[config.mk]
export PLATFORM = sky130hd
export DESIGN_NAME = brick_wall_ctrl
export DESIGN_NICKNAME = d
export VERILOG_FILES = /design/src/rtl/brick_wall_ctrl.sv
export SDC_FILE = /design/constraint.sdc
export NUM_CORES = 1
export LEC_CHECK = 0
export ABC_AREA = 1
export BUFFER_PORTS_ARGS = -buffer_cell sky130_fd_sc_hd__buf_2
export CAP_MARGIN = 20
export CELL_PAD_IN_SITES_DETAIL_PLACEMENT = 1
export CELL_PAD_IN_SITES_GLOBAL_PLACEMENT = 2
export CORE_UTILIZATION = 35
export CTS_BUF_LIST = sky130_fd_sc_hd__clkbuf_8 sky130_fd_sc_hd__clkbuf_16
export CTS_CLUSTER_DIAMETER = 30
export DETAILED_ROUTE_END_ITERATION = 12
export MAX_ROUTING_LAYER = met4
export PLACE_DENSITY_LB_ADDON = 0.1
export SYNTH_ARGS = -nofsm -noshare
export SYNTH_HDL_FRONTEND = slang
export SYNTH_SLANG_ARGS = --single-unit
[constraint.sdc]
create_clock -name clock -period 10.12 [get_ports clock]
set_input_delay 1.012 -clock clock [delete_from_list [all_inputs] [get_ports clock]]
set_output_delay 1.012 -clock clock [all_outputs]
set_load 0.005 [all_outputs]
[src/rtl/brick_wall_ctrl.sv]
// ============================================================================
// brick_wall_ctrl : Breakout brick wall - alive bitmap, descent, hit scan
// Rev 1.0
// ============================================================================
`default_nettype none

module brick_wall_ctrl #(
  parameter int N_COLS      = 10,
  parameter int N_ROWS      = 4,
  parameter int X0          = 32,
  parameter int Y0          = 40,
  parameter int W_BLOCK     = 32,
  parameter int H_BLOCK     = 8,
  parameter int R_BALL      = 8,
  parameter int DROP_FRAMES = 600,
  parameter int DROP_PX     = 16
) (
  input  logic                       clock,
  input  logic                       reset,
  input  logic                       start,
  input  logic                       frame_tick,
  input  logic [9:0]                 x_ball,
  input  logic [9:0]                 y_ball,
  output logic [N_ROWS*N_COLS-1:0]   alive,
  output logic [9:0]                 y_offset,
  output logic                       hit_block,
  output logic                       bounce_x,
  output logic                       bounce_y,
  output logic [7:0]                 score,
  output logic                       busy,
  output logic                       endgame,
  output logic                       all_clear
);

  localparam int N  = N_ROWS * N_COLS;
  localparam int IW = (N > 1) ? $clog2(N) : 1;
  localparam int CW = (N_COLS > 1) ? $clog2(N_COLS) : 1;
  localparam int RW = (N_ROWS > 1) ? $clog2(N_ROWS) : 1;
  localparam int FW = $clog2(DROP_FRAMES + 1);

  typedef enum logic [1:0] {
    S_IDLE    = 2'd0,
    S_SCAN    = 2'd1,
    S_RESOLVE = 2'd2
  } state_t;

  state_t          r_state, w_next;
  logic [IW-1:0]   r_idx;
  logic [CW-1:0]   r_col;
  logic [RW-1:0]   r_row;
  logic [9:0]      r_xb, r_yb, r_scan_off;
  logic [FW-1:0]   r_frames;
  logic            r_axis_y;

  logic signed [11:0] w_xc, w_yc, w_dx, w_dy, w_adx, w_ady, w_dx_pen, w_dy_pen;
  logic               w_hit, w_axis_y, w_accept, w_last, w_reach;

  assign busy      = (r_state != S_IDLE);
  assign all_clear = ~|alive;
  assign w_accept  = (r_state == S_IDLE) && frame_tick && start && !endgame && !all_clear;
  assign w_last    = (r_idx == IW'(N - 1));

  // Geometry of the brick under test; the scan uses the offset captured at acceptance.
  always_comb begin
    w_xc     = 12'(X0) + 12'(r_col) * 12'(2 * W_BLOCK);
    w_yc     = 12'(Y0) + 12'(r_row) * 12'(2 * H_BLOCK) + {2'b00, r_scan_off};
    w_dx     = $signed({2'b00, r_xb}) - w_xc;
    w_dy     = $signed({2'b00, r_yb}) - w_yc;
    w_adx    = w_dx[11] ? -w_dx : w_dx;
    w_ady    = w_dy[11] ? -w_dy : w_dy;
    w_dx_pen = 12'(W_BLOCK + R_BALL) - w_adx;
    w_dy_pen = 12'(H_BLOCK + R_BALL) - w_ady;
    w_hit    = alive[r_idx] && !w_dx_pen[11] && !w_dy_pen[11];
    w_axis_y = (w_dy_pen <= w_dx_pen);
  end

  always_comb begin
    w_reach = 1'b0;
    for (int r = 0; r < N_ROWS; r++) begin
      if ((|alive[r*N_COLS +: N_COLS]) &&
          ((12'(Y0 + r * 2 * H_BLOCK + H_BLOCK) + {2'b00, y_offset}) >= 12'd464))
        w_reach = 1'b1;
    end
  end

  always_ff @(posedge clock) begin
    if (reset) r_state <= S_IDLE;
    else       r_state <= w_next;
  end

  always_comb begin
    w_next = r_state;
    case (r_state)
      S_IDLE:    if (w_accept) w_next = S_SCAN;
      S_SCAN: begin
        if (w_hit)       w_next = S_RESOLVE;
        else if (w_last) w_next = S_IDLE;
      end
      S_RESOLVE: w_next = S_IDLE;
      default:   w_next = S_IDLE;
    endcase
  end

  always_ff @(posedge clock) begin
    if (reset) begin
      alive      <= '1;
      y_offset   <= '0;
      score      <= '0;
      r_frames   <= '0;
      hit_block  <= 1'b0;
      bounce_x   <= 1'b0;
      bounce_y   <= 1'b0;
      endgame    <= 1'b0;
      r_idx      <= '0;
      r_col      <= '0;
      r_row      <= '0;
      r_xb       <= '0;
      r_yb       <= '0;
      r_scan_off <= '0;
      r_axis_y   <= 1'b0;
    end else begin
      hit_block <= 1'b0;
      bounce_x  <= 1'b0;
      bounce_y  <= 1'b0;
      endgame   <= endgame | w_reach;
      case (r_state)
        S_IDLE: begin
          if (w_accept) begin
            r_xb       <= x_ball;
            r_yb       <= y_ball;
            r_idx      <= '0;
            r_col      <= '0;
            r_row      <= '0;
            r_scan_off <= y_offset;
            if (r_frames == FW'(DROP_FRAMES - 1)) begin
              r_frames <= '0;
              y_offset <= y_offset + 10'(DROP_PX);
            end else begin
              r_frames <= r_frames + FW'(1);
            end
          end
        end
        S_SCAN: begin
          if (w_hit) begin
            r_axis_y <= w_axis_y;
          end else if (!w_last) begin
            r_idx <= r_idx + IW'(1);
            if (r_col == CW'(N_COLS - 1)) begin
              r_col <= '0;
              r_row <= r_row + RW'(1);
            end else begin
              r_col <= r_col + CW'(1);
            end
          end
        end
        S_RESOLVE: begin
          alive[r_idx] <= 1'b0;
          if (score != 8'hFF) score <= score + 8'd1;
          hit_block <= 1'b1;
          bounce_y  <= r_axis_y;
          bounce_x  <= !r_axis_y;
        end
        default: ;
      endcase
    end
  end

endmodule

`default_nettype wire

# After elaboration in Yosys (flattened, before gate mapping)
# Index checks and enable logic that the tools add are counted.
# totals
ff_bits,117
in_bits,24
out_inout_bits,64
wordCells,119
# classes
addsub,19
magnitude_cmp,7
n_eq_ne,11
mux,30
n_bitwise,4
n_reduce_logical,32
# op_table
op,count
$ge 11x9->1 const B,4
$and 40x40->40,1
$not 40->40,1
$reduce_or 10->1,4
$reduce_or 40->1,1
$add 7x10->11 const A,3
$mux 12,2
$neg 12->12,2
$sub 10x11->12,2
$add 6x10->11 const A,2
$mux 6,3
$mux 4,4
$mux 2,7
$le 12x12->1,1
$pmux 6 s2,1
$sub 6x12->12 const A,1
$sub 7x12->12 const A,1
$add 7x10->11,1
$logic_and 1x1->1,11
$add 10x1->10 const B,1
$add 10x5->10 const B,1
$eq 10x10->1 const B,1
$mux 10,1
$add 8x1->8 const B,1
28 further kinds,46

# Longest topological paths before layout
# Gate-level depths: netlist of run 1.
# depth
depth_word,10
mapped_depth,30
depth_no_buf,30

# Worst setup path before layout of run 1
# OpenSTA, ideal clock, no wires.
# synth_timing
kind,reg2reg
startpoint,reg r_row[1]
endpoint,reg r_axis_y
setup_ps,132
arrival_time_ps,4079
t_required_ps,9988
path_slack_ps,5908
stages_incl_launch_ff,27
n_path_buf,0
synth_period_minus_slack_ps,4212
cell_sequence,dfxtp_1 fa_1 fa_1 inv_1 ha_1 a21oi_2 nand2_1 nand2_2 nand3_1 nand2_1 nand2_1 inv_1 ha_1 nor3b_1 nor2_1 nor3_1 nor2_1 ha_1 nand2_1 o21ai_0 a21oi_1 o21ai_0 nand2_1 nand2_1 o311ai_0 nand3_1 a21oi_1
# synth_between
elab_chain_cells,9
elab_cells_between_ends,10
classes_between,add/sub (5); order compare (1); mux (1); reduce/logical (3)
# synth_rtl
item,line_no,rtl
start: declaration,50,logic [RW-1:0] r_row;
start signal: assignment,150,r_row <= r_row + RW'(1);
$add 6x6->7 (*),66,"w_yc = 12'(Y0) + 12'(r_row) * 12'(2 * H_BLOCK) + {2'b00, r_scan_off};"
$add 7x10->11 (*),66,
$sub 10x11->12 (*),68,"w_dy = $signed({2'b00, r_yb}) - w_yc;"
$neg 12->12,70,w_ady = w_dy[11] ? -w_dy : w_dy;
$mux 12 (*),70,
$sub 6x12->12 (*),72,w_dy_pen = 12'(H_BLOCK + R_BALL) - w_ady;
branches (longest 3 deep; another with $le 12x12->1),-,
end signal: assignment,145,r_axis_y <= w_axis_y;
end: declaration,53,logic r_axis_y;
# Every way passes the cells marked *.
# A chain may end at the register's enable or synchronous reset.

# Worst setup path after layout of run 1
# Ends and elaborated chain as after synthesis.

==> results of run 1 <==
final timing paths:
path / startpoint / endpoint / slack, ps
max: r_row[1] / r_axis_y / 5250
min: r_xb[8] / r_xb[8] / 470
max reg2reg: r_row[1] / r_axis_y / 5250
min reg2reg: r_xb[8] / r_xb[8] / 470
logic make-up (layout without fill, tap and decap cells):
logic type,after synthesis,in the layout,share of synthesized area (%)
compound gates,213,213,15.98
xor+xnor,28,28,3.267
fa+ha+maj,61,61,10.37
buf+inv,186,260,9.833
flops,109,109,29.07
other cells,1,4,0.04995
simple gates,529,529,31.43
final cells by class:
class / count / share of cell area (%)
inverters: 157 / 6.988
multi-input cells: 835 / 54.21
clock buffers: 9 / 2.654
repair buffers: 87 / 5.248
flip-flops and latches: 109 / 25.71
clock inverters: 7 / 1.135
well taps: 275 / 4.054
stage by stage:
step	cells	total power [mW]	instance area [sq um]	util, %
final	1479	1.603	8487	40.37
after global routing	1479	1.767	8487	40.37
after CTS	1479	1.632	8487	40.37
after detailed placement	1463	1.221	8165	38.84
after global placement	1463	1.204	8165	38.84
after floorplan	1130	1.066	7518	-
power by group:
| group | switching (mW) | total [mW] | internal (mW) |
|---|---|---|---|
| logic | 0.479 | 0.756 | 0.277 |
| registers | 0.0109 | 0.451 | 0.440 |
| clock network | 0.195 | 0.396 | 0.201 |
| total | 0.685 | 1.60 | 0.918 |
flip-flops by register name, indices dropped and copies added (netlist names):
name	cells
r_idx	6
r_row	2
r_col	4
r_scan_off	6
r_frames	10
y_offset	6
r_xb	10
hit_block	1
score	8
endgame	1
bounce_x	1
alive	40
bounce_y	1
r_axis_y	1
r_yb	10
r_state	2
Yosys cell counts, types with 2 or more instances:
| library cell | instances | area share [%] |
|---|---|---|
| sky130_fd_sc_hd__a211oi_1 | 3 | 0.30 |
| sky130_fd_sc_hd__a21oi_1 | 69 | 4.6 |
| sky130_fd_sc_hd__a21oi_2 | 5 | 0.58 |
| sky130_fd_sc_hd__a221oi_1 | 4 | 0.47 |
| sky130_fd_sc_hd__a22oi_1 | 5 | 0.50 |
| sky130_fd_sc_hd__buf_2 | 2 | 0.13 |
| sky130_fd_sc_hd__buf_4 | 5 | 0.50 |
| sky130_fd_sc_hd__buf_6 | 2 | 0.30 |
| sky130_fd_sc_hd__clkbuf_1 | 19 | 0.95 |
| sky130_fd_sc_hd__clkinv_1 | 2 | 0.10 |
| sky130_fd_sc_hd__dfxtp_1 | 109 | 29 |
| sky130_fd_sc_hd__fa_1 | 2 | 0.53 |
| sky130_fd_sc_hd__ha_1 | 59 | 9.8 |
| sky130_fd_sc_hd__inv_1 | 145 | 7.2 |
| sky130_fd_sc_hd__inv_2 | 8 | 0.40 |
| sky130_fd_sc_hd__nand2_1 | 270 | 13 |
| sky130_fd_sc_hd__nand2_2 | 15 | 1.3 |
| sky130_fd_sc_hd__nand2_4 | 2 | 0.30 |
| sky130_fd_sc_hd__nand3_1 | 74 | 4.9 |
| sky130_fd_sc_hd__nand3_2 | 4 | 0.53 |
| sky130_fd_sc_hd__nand3b_1 | 3 | 0.30 |
| sky130_fd_sc_hd__nand4_1 | 20 | 1.7 |
| sky130_fd_sc_hd__nor2_1 | 90 | 4.5 |
| sky130_fd_sc_hd__nor2_2 | 6 | 0.50 |
| sky130_fd_sc_hd__nor2_4 | 6 | 0.90 |
| sky130_fd_sc_hd__nor3_1 | 19 | 1.3 |
| sky130_fd_sc_hd__nor3b_1 | 4 | 0.40 |
| sky130_fd_sc_hd__nor4_1 | 10 | 0.83 |
| sky130_fd_sc_hd__o21a_1 | 3 | 0.30 |
| sky130_fd_sc_hd__o21ai_0 | 98 | 6.5 |
| sky130_fd_sc_hd__o21ai_1 | 4 | 0.27 |
| sky130_fd_sc_hd__o21ai_2 | 6 | 0.70 |
| sky130_fd_sc_hd__o21bai_1 | 2 | 0.20 |
| sky130_fd_sc_hd__o221ai_1 | 3 | 0.35 |
| sky130_fd_sc_hd__o31ai_1 | 2 | 0.20 |
| sky130_fd_sc_hd__o41ai_1 | 2 | 0.23 |
| sky130_fd_sc_hd__or2_2 | 3 | 0.25 |
| sky130_fd_sc_hd__xnor2_1 | 11 | 1.3 |
| sky130_fd_sc_hd__xor2_1 | 17 | 2.0 |
worst reg2reg max path, cell delays in order, from the launching register on:
cell	delay, ps
sky130_fd_sc_hd__dfxtp_1	360
sky130_fd_sc_hd__fa_1	450
sky130_fd_sc_hd__fa_1	480
sky130_fd_sc_hd__inv_1	40
sky130_fd_sc_hd__ha_1	380
sky130_fd_sc_hd__a21oi_2	230
sky130_fd_sc_hd__nand2_1	90
sky130_fd_sc_hd__nand2_2	80
sky130_fd_sc_hd__nand2_2	70
sky130_fd_sc_hd__nor2_4	330
sky130_fd_sc_hd__o21ai_1	200
sky130_fd_sc_hd__nor3b_1	370
sky130_fd_sc_hd__nor2_1	100
sky130_fd_sc_hd__nor3_1	260
sky130_fd_sc_hd__nor2_1	100
sky130_fd_sc_hd__ha_1	280
sky130_fd_sc_hd__nand2_1	60
sky130_fd_sc_hd__nor2_1	160
sky130_fd_sc_hd__a21oi_1	90
sky130_fd_sc_hd__o21ai_0	170
sky130_fd_sc_hd__nand2_1	80
sky130_fd_sc_hd__nand2_1	60
sky130_fd_sc_hd__o311ai_0	130
sky130_fd_sc_hd__nand3_1	120
sky130_fd_sc_hd__a21oi_1	60
metal layers:
metal / global-route usage (%) / part of all wire (%)
met1: 27.13 / 49
met5: - / 0
met2: 36.24 / 47
met4: 7.680 / 1.9
met3: 2.086 / 2.1
==> results by group, run 1 <==
Status
  • Outcome: finished clean

Die
  • Y dimension of the die: 148.5 um
  • Area enclosed by the die boundary: around 22,000 sq um
  • Floorplan Core Area: 21,020 sq um
  • Die X: ~150 um
  • I/O Pins: 88
  • Floorplan row count: 53
  • Initial core utilization: a little over a third

Clocking
  • Hold_buf cts: 0
  • TritonCTS clock tree: yes
  • Root buffer cell: sky130_fd_sc_hd__clkbuf_16
  • Number of sinks driven by the clock tree: 109
  • Worst-path clk slew: 80 ps
  • Clock latency at the later pin of the worst-skew pair: between 300 and 400 ps
  • Maximum buffer depth of the clock tree: 2
  • Post-CTS setup buffers: 0
  • Post-cts gate resize count: 0
  • CTS H-Tree Depth: 3
  • Number of buffers inserted during clock tree synthesis: 9

Hold path
  • Worst hold path depth: 2
  • Type of the worst min-delay path: flip-flop to flip-flop

Timing
  • Final cycle utilization of the critical path: 48.10%
  • Sum of negative setup slack: 0 ps
  • Final setup slack of the worst path: 5253 ps
  • Setup skew after layout: approximately 16 ps
  • Unrepaired setup endpoints after global routing: no
  • Worst hold margin: approximately 470 ps
  • Max frequency: a little over 200 MHz
  • Max transition margin: between 50 and 60%
  • Final Hold Fails: 0
  • Actual transition at the worst max-transition pin: about 670 ps
  • Final setup fails: 0
  • Number of slew-limit violations in the final report: 0
  • Post-layout min period: around 4900 ps

Worst setup path
  • Number of stages on the worst setup path: 24
  • Critical path peak fanout: 15
  • Endpoint arrival time on the critical path: about 5100 ps
  • Standard cell with the maximum stage delay on the critical path: sky130_fd_sc_hd__fa_1
  • Kind of cell adding the most delay to the critical path: simple AND/OR/NAND/NOR gates
  • Endpoint required time on the critical path: slightly above 10,000 ps
  • Critical path's largest stage delay: about 480 ps
  • Number of cell instances on the worst register-to-register path: 24
  • Critical path buffers and inverters: 1
  • Startpoint kind of the worst setup timing path: flip-flop
  • Sequence of cells on the critical path: fa_1 > fa_1 > inv_1 > ha_1 > a21oi_2 > nand2_1 > nand2_2 > nand2_2 > nor2_4 > o21ai_1 > nor3b_1 > nor2_1 > nor3_1 > nor2_1 > ha_1 > nand2_1 > nor2_1 > a21oi_1 > o21ai_0 > nand2_1 > nand2_1 > o311ai_0 > nand3_1 > a21oi_1
  • Critical path class: flip-flop to flip-flop
  • Kind of end point of the critical path: flip-flop
  • Most prevalent standard cell on the critical path: sky130_fd_sc_hd__nand2_1

Routing
  • DR vias: around 7.5k
  • DRC violations left: 0
  • Wirelength per Cell: ~15 um
  • Total Wirelength: approximately 22 mm
  • DR vias/cell: approximately 5.0
  • First-pass DRT Iterations: 4
  • Number of nets with antenna violations after routing: 0
  • Drt initial violations: ~210

Synth
  • Synth Warn #: 0
  • Flops & latches, synth: about 110
  • Count of cell types in the netlist: 53
  • Part of the Yosys area used for sequential elements: between 20 and 30%
  • Post-synth design cell area: around 7500 sq um
  • Number of cells produced by synthesis: 1,127
  • Avg Synthesized Cell Area: around 6.7 sq um
  • Number of flops mapped to enable cells by yosys: 0
  • Proportion of synthesized flip-flops having asynchronous set or reset: 0%
  • Flip-flop cell with the highest count after synthesis: sky130_fd_sc_hd__dfxtp_1

Layout
  • Ant diodes: 0
  • Share of cells above drive strength 1: 13.54%
  • Most frequent standard cell in the layout excluding fill and tap cells: sky130_fd_sc_hd__nand2_1
  • Fill count: approximately 2.8k
  • Sequential cell area: approximately 2200 sq um
  • Most used cells in the layout excluding fill and tap cells: sky130_fd_sc_hd__nand2_1 (269), sky130_fd_sc_hd__inv_1 (145), sky130_fd_sc_hd__dfxtp_1 (109)
  • Area Growth Syn to Fin: 13.05%
  • Multi-input logic area: roughly 4600 sq um
  • Total Nets Final: approximately 1.3k

Pwr
  • VDD IR max: about 0.076 mV
  • Pleak: ~4 nW
  • Power density over cell area: around 190 nW/um^2

Place
  • Buffers added on ports: just over 80
  • Global placer's final weighted congestion: 0.8523
  • Worst setup timing slack at the placement stage: approximately 5300 ps
  • Placed wire-length estimate after detailed placement: 17.18 mm

Global routing
  • Total overflow reported by the global router: 0
  • Number of global-route vias before repair: roughly 7.5k
  • Maximum number of pins on one net before global-route repair: between 60 and 70
  • Global-route usage over all layers: a little over a fifth
  • First-pass GRT wire length: roughly 37 mm
  • Number of antenna violations at the first check in global routing: 0

Job
  • Maximum capacitance violations: 0
(Power assumes the default switching activity.)
==> run 2: changes to the inputs <==
--- a/config.mk
+++ b/config.mk
@@ -10,7 +10,7 @@
 export CAP_MARGIN = 20
 export CELL_PAD_IN_SITES_DETAIL_PLACEMENT = 1
 export CELL_PAD_IN_SITES_GLOBAL_PLACEMENT = 2
-export CORE_UTILIZATION = 35
+export CORE_UTILIZATION = 30
 export CTS_BUF_LIST = sky130_fd_sc_hd__clkbuf_8 sky130_fd_sc_hd__clkbuf_16
 export CTS_CLUSTER_DIAMETER = 30
 export DETAILED_ROUTE_END_ITERATION = 12
==> constraint.sdc (replaced) <==
create_clock -name clock -period 3.9 [get_ports clock]
set_input_delay 0.39 -clock clock [delete_from_list [all_inputs] [get_ports clock]]
set_output_delay 0.39 -clock clock [all_outputs]
set_load 0.005 [all_outputs]
==> results by group, run 2 (synthesis gave the netlist of run 1 again) <==
Worst setup path
  • Critical path peak fanout: 7 (-8)
  • Endpoint arrival time on the critical path: 4420 ps (-670 ps)
  • Kind of end point of the critical path: flip-flop
  • Endpoint required time on the critical path: 4130 ps (-6220 ps)
  • Critical path class: flip-flop to flip-flop
  • Startpoint kind of the worst setup timing path: flip-flop
  • Standard cell with the maximum stage delay on the critical path: sky130_fd_sc_hd__fa_1
  • Critical path's largest stage delay: 560 ps (+80 ps)
  • Most prevalent standard cell on the critical path: sky130_fd_sc_hd__nand2_1

Layout
  • Fill count: 3,195 (+13%)
  • Area Growth Syn to Fin: 23.27%
  • Ant diodes: 0 (unchanged)
  • Multi-input logic area: 4943 sq um (+7.5%)
  • Utilization after layout: 37.83% (-2.5 points)
  • Non-filler instance count after layout: 1,577 (+6.6%)
  • Most used cells in the layout excluding fill and tap cells: sky130_fd_sc_hd__nand2_1 (257), sky130_fd_sc_hd__inv_1 (141), sky130_fd_sc_hd__dfxtp_1 (107)
  • Share of cells above drive strength 1: 20.67% (+7.1 points)
  • Number of flip-flops in the largest register: 40 (unchanged)
  • Layout Cell Area excl Fill: 9254 sq um (+9.0%)
  • Sequential cell area: 2185 sq um (+0.12%)
  • Total Nets Final: 1,333 (+3.8%)
  • Most frequent standard cell in the layout excluding fill and tap cells: sky130_fd_sc_hd__nand2_1
  • Largest register by flop count: alive

Die
  • I/O Pins: 88 (unchanged)
  • Floorplan row count: 57 (+7.5%)
  • Y dimension of the die: 160.2 um (+7.9%)
  • Area enclosed by the die boundary: 25,660 sq um (+16%)
  • Die X: 160.2 um (+7.9%)
  • Initial core utilization: 30.69% (-5.0 points)
  • Floorplan Core Area: 24,460 sq um (+16%)

Clocking
  • Maximum buffer depth of the clock tree: 2 (unchanged)
  • Root buffer cell: sky130_fd_sc_hd__clkbuf_16
  • Hold_buf cts: 0 (unchanged)
  • TritonCTS clock tree: yes
  • Clock latency at the later pin of the worst-skew pair: 370 ps (about the same)
  • CTS H-Tree Depth: 3 (unchanged)
  • Number of buffers inserted during clock tree synthesis: 9 (unchanged)
  • Worst-path clk slew: 90 ps (about the same)
  • Number of sinks driven by the clock tree: 109 (unchanged)

Timing
  • Final cycle utilization of the critical path: 107.6% (+59 points)
  • Final setup slack of the worst path: -295.4 ps (-5548 ps)
  • Max transition margin: 51.78% (-3.9 points)
  • Final setup fails: 1 (+1)
  • Max frequency: 238.4 MHz (+16%)
  • Setup skew after layout: 17.37 ps (+1.146 ps)
  • Number of slew-limit violations in the final report: 0 (unchanged)
  • Sum of negative setup slack: -295.4 ps (-295.4 ps)
  • Final Hold Fails: 0 (unchanged)
  • Post-layout min period: 4195 ps (-671.9 ps)
  • Actual transition at the worst max-transition pin: 722.3 ps (+57.24 ps)
  • Worst hold margin: 278.8 ps (-186.4 ps)
  • Unrepaired setup endpoints after global routing: yes

Pwr
  • Pleak: 4.255 nW (+7.7%)
  • VDD IR max: 0.3261 mV (+330%)
  • Total power: 4.820 mW (+200%)
  • Power density over cell area: 520.8 nW/um^2 (+180%)

Routing
  • DRC violations left: 0 (unchanged)
  • Number of nets with antenna violations after routing: 0 (unchanged)
  • DR vias/cell: 4.824 (-4.2%)
  • First-pass DRT Iterations: 4 (unchanged)
  • Drt initial violations: 273 (+28%)
  • Wirelength per Cell: 15.23 um (+1.4%)
  • Total Wirelength: 24.02 mm (+8.1%)
  • DR vias: 7,608 (+2.1%)

Global routing
  • Global-route usage over all layers: 19.52% (-2.2 points)
  • Number of global-route vias before repair: 7,589 (+1.2%)
  • First-pass GRT wire length: 39.04 mm (+5.0%)
  • Number of antenna violations at the first check in global routing: 0 (unchanged)
  • Total overflow reported by the global router: 0 (unchanged)
  • Maximum number of pins on one net before global-route repair: 50 (-19%)

Status
  • Outcome: finished with violations
  • Violated checks: negative setup slack

Place
  • Cell Area, Placed: 8577 sq um (+5.0%)
  • Placed wire-length estimate after detailed placement: 18.45 mm (+7.4%)
  • Worst setup timing slack at the placement stage: -346.1 ps (-5600 ps)
  • Global placer's final weighted congestion: 0.8220 (-3.6%)
  • Buffers added on ports: 83 (unchanged)
  • Cell count after placement: 1,553 (+6.2%)

Hold path
  • Type of the worst min-delay path: input port to flip-flop

Job
  • Maximum capacitance violations: 0 (unchanged)
[run 2: worst paths after layout]
path,startpoint,endpoint,slack (ps),cells past startpoint
max,r_yb[5],r_axis_y,-300,28
min,x_ball[5],r_xb[5],280,3
max reg2reg,r_yb[5],r_axis_y,-300,28
min reg2reg,r_xb[9],r_xb[9],470,2
[run 2: critical path: cells and delay by family, from the launching register on]
kind	cells	cell delay, ps
adders and majority gates	4	1480
AOI/OAI and AO/OA	4	370
and+or+nand+nor	14	1350
DFF	1	330
xor gates and xnor gates	1	120
buffers and inverters	5	410
[run 2: area by class of cell]
class / instances / share of cell area, %
multi-input combinational: 838 / 53.42
sequential: 109 / 23.61
timing repair buffer: 133 / 8.789
inverter: 157 / 6.436
clock buffer: 9 / 2.434
clock inverter: 7 / 0.9329
tap: 324 / 4.381
[run 2: where the power goes]
group	internal, mW	leakage, nW	total (mW)	switching [mW]
combinational	1.13	3.22	2.66	1.53
sequential	1.14	0.887	1.17	0.0263
clock	0.463	0.150	0.988	0.525
[run 2: metal layers]
| layer | vias to the layer above | global-route usage (%) | wire, um |
|---|---|---|---|
| met5 | - | - | 0 |
| met4 | 0 | 5.065 | 280 |
| met3 | 18 | 2.234 | 453 |
| met2 | 91 | 33.00 | 11550 |
| met1 | 3562 | 24.57 | 11740 |
| li1 | 3937 | - | - |
[run 2: what timing repair did]
action                                  in CTS  in global routing
pin swaps                                   13                 40
endpoints found under the setup margin       1                 14
buffers inserted                             3                  2
resized for setup                           15                 56
gates cloned                                 0                  3
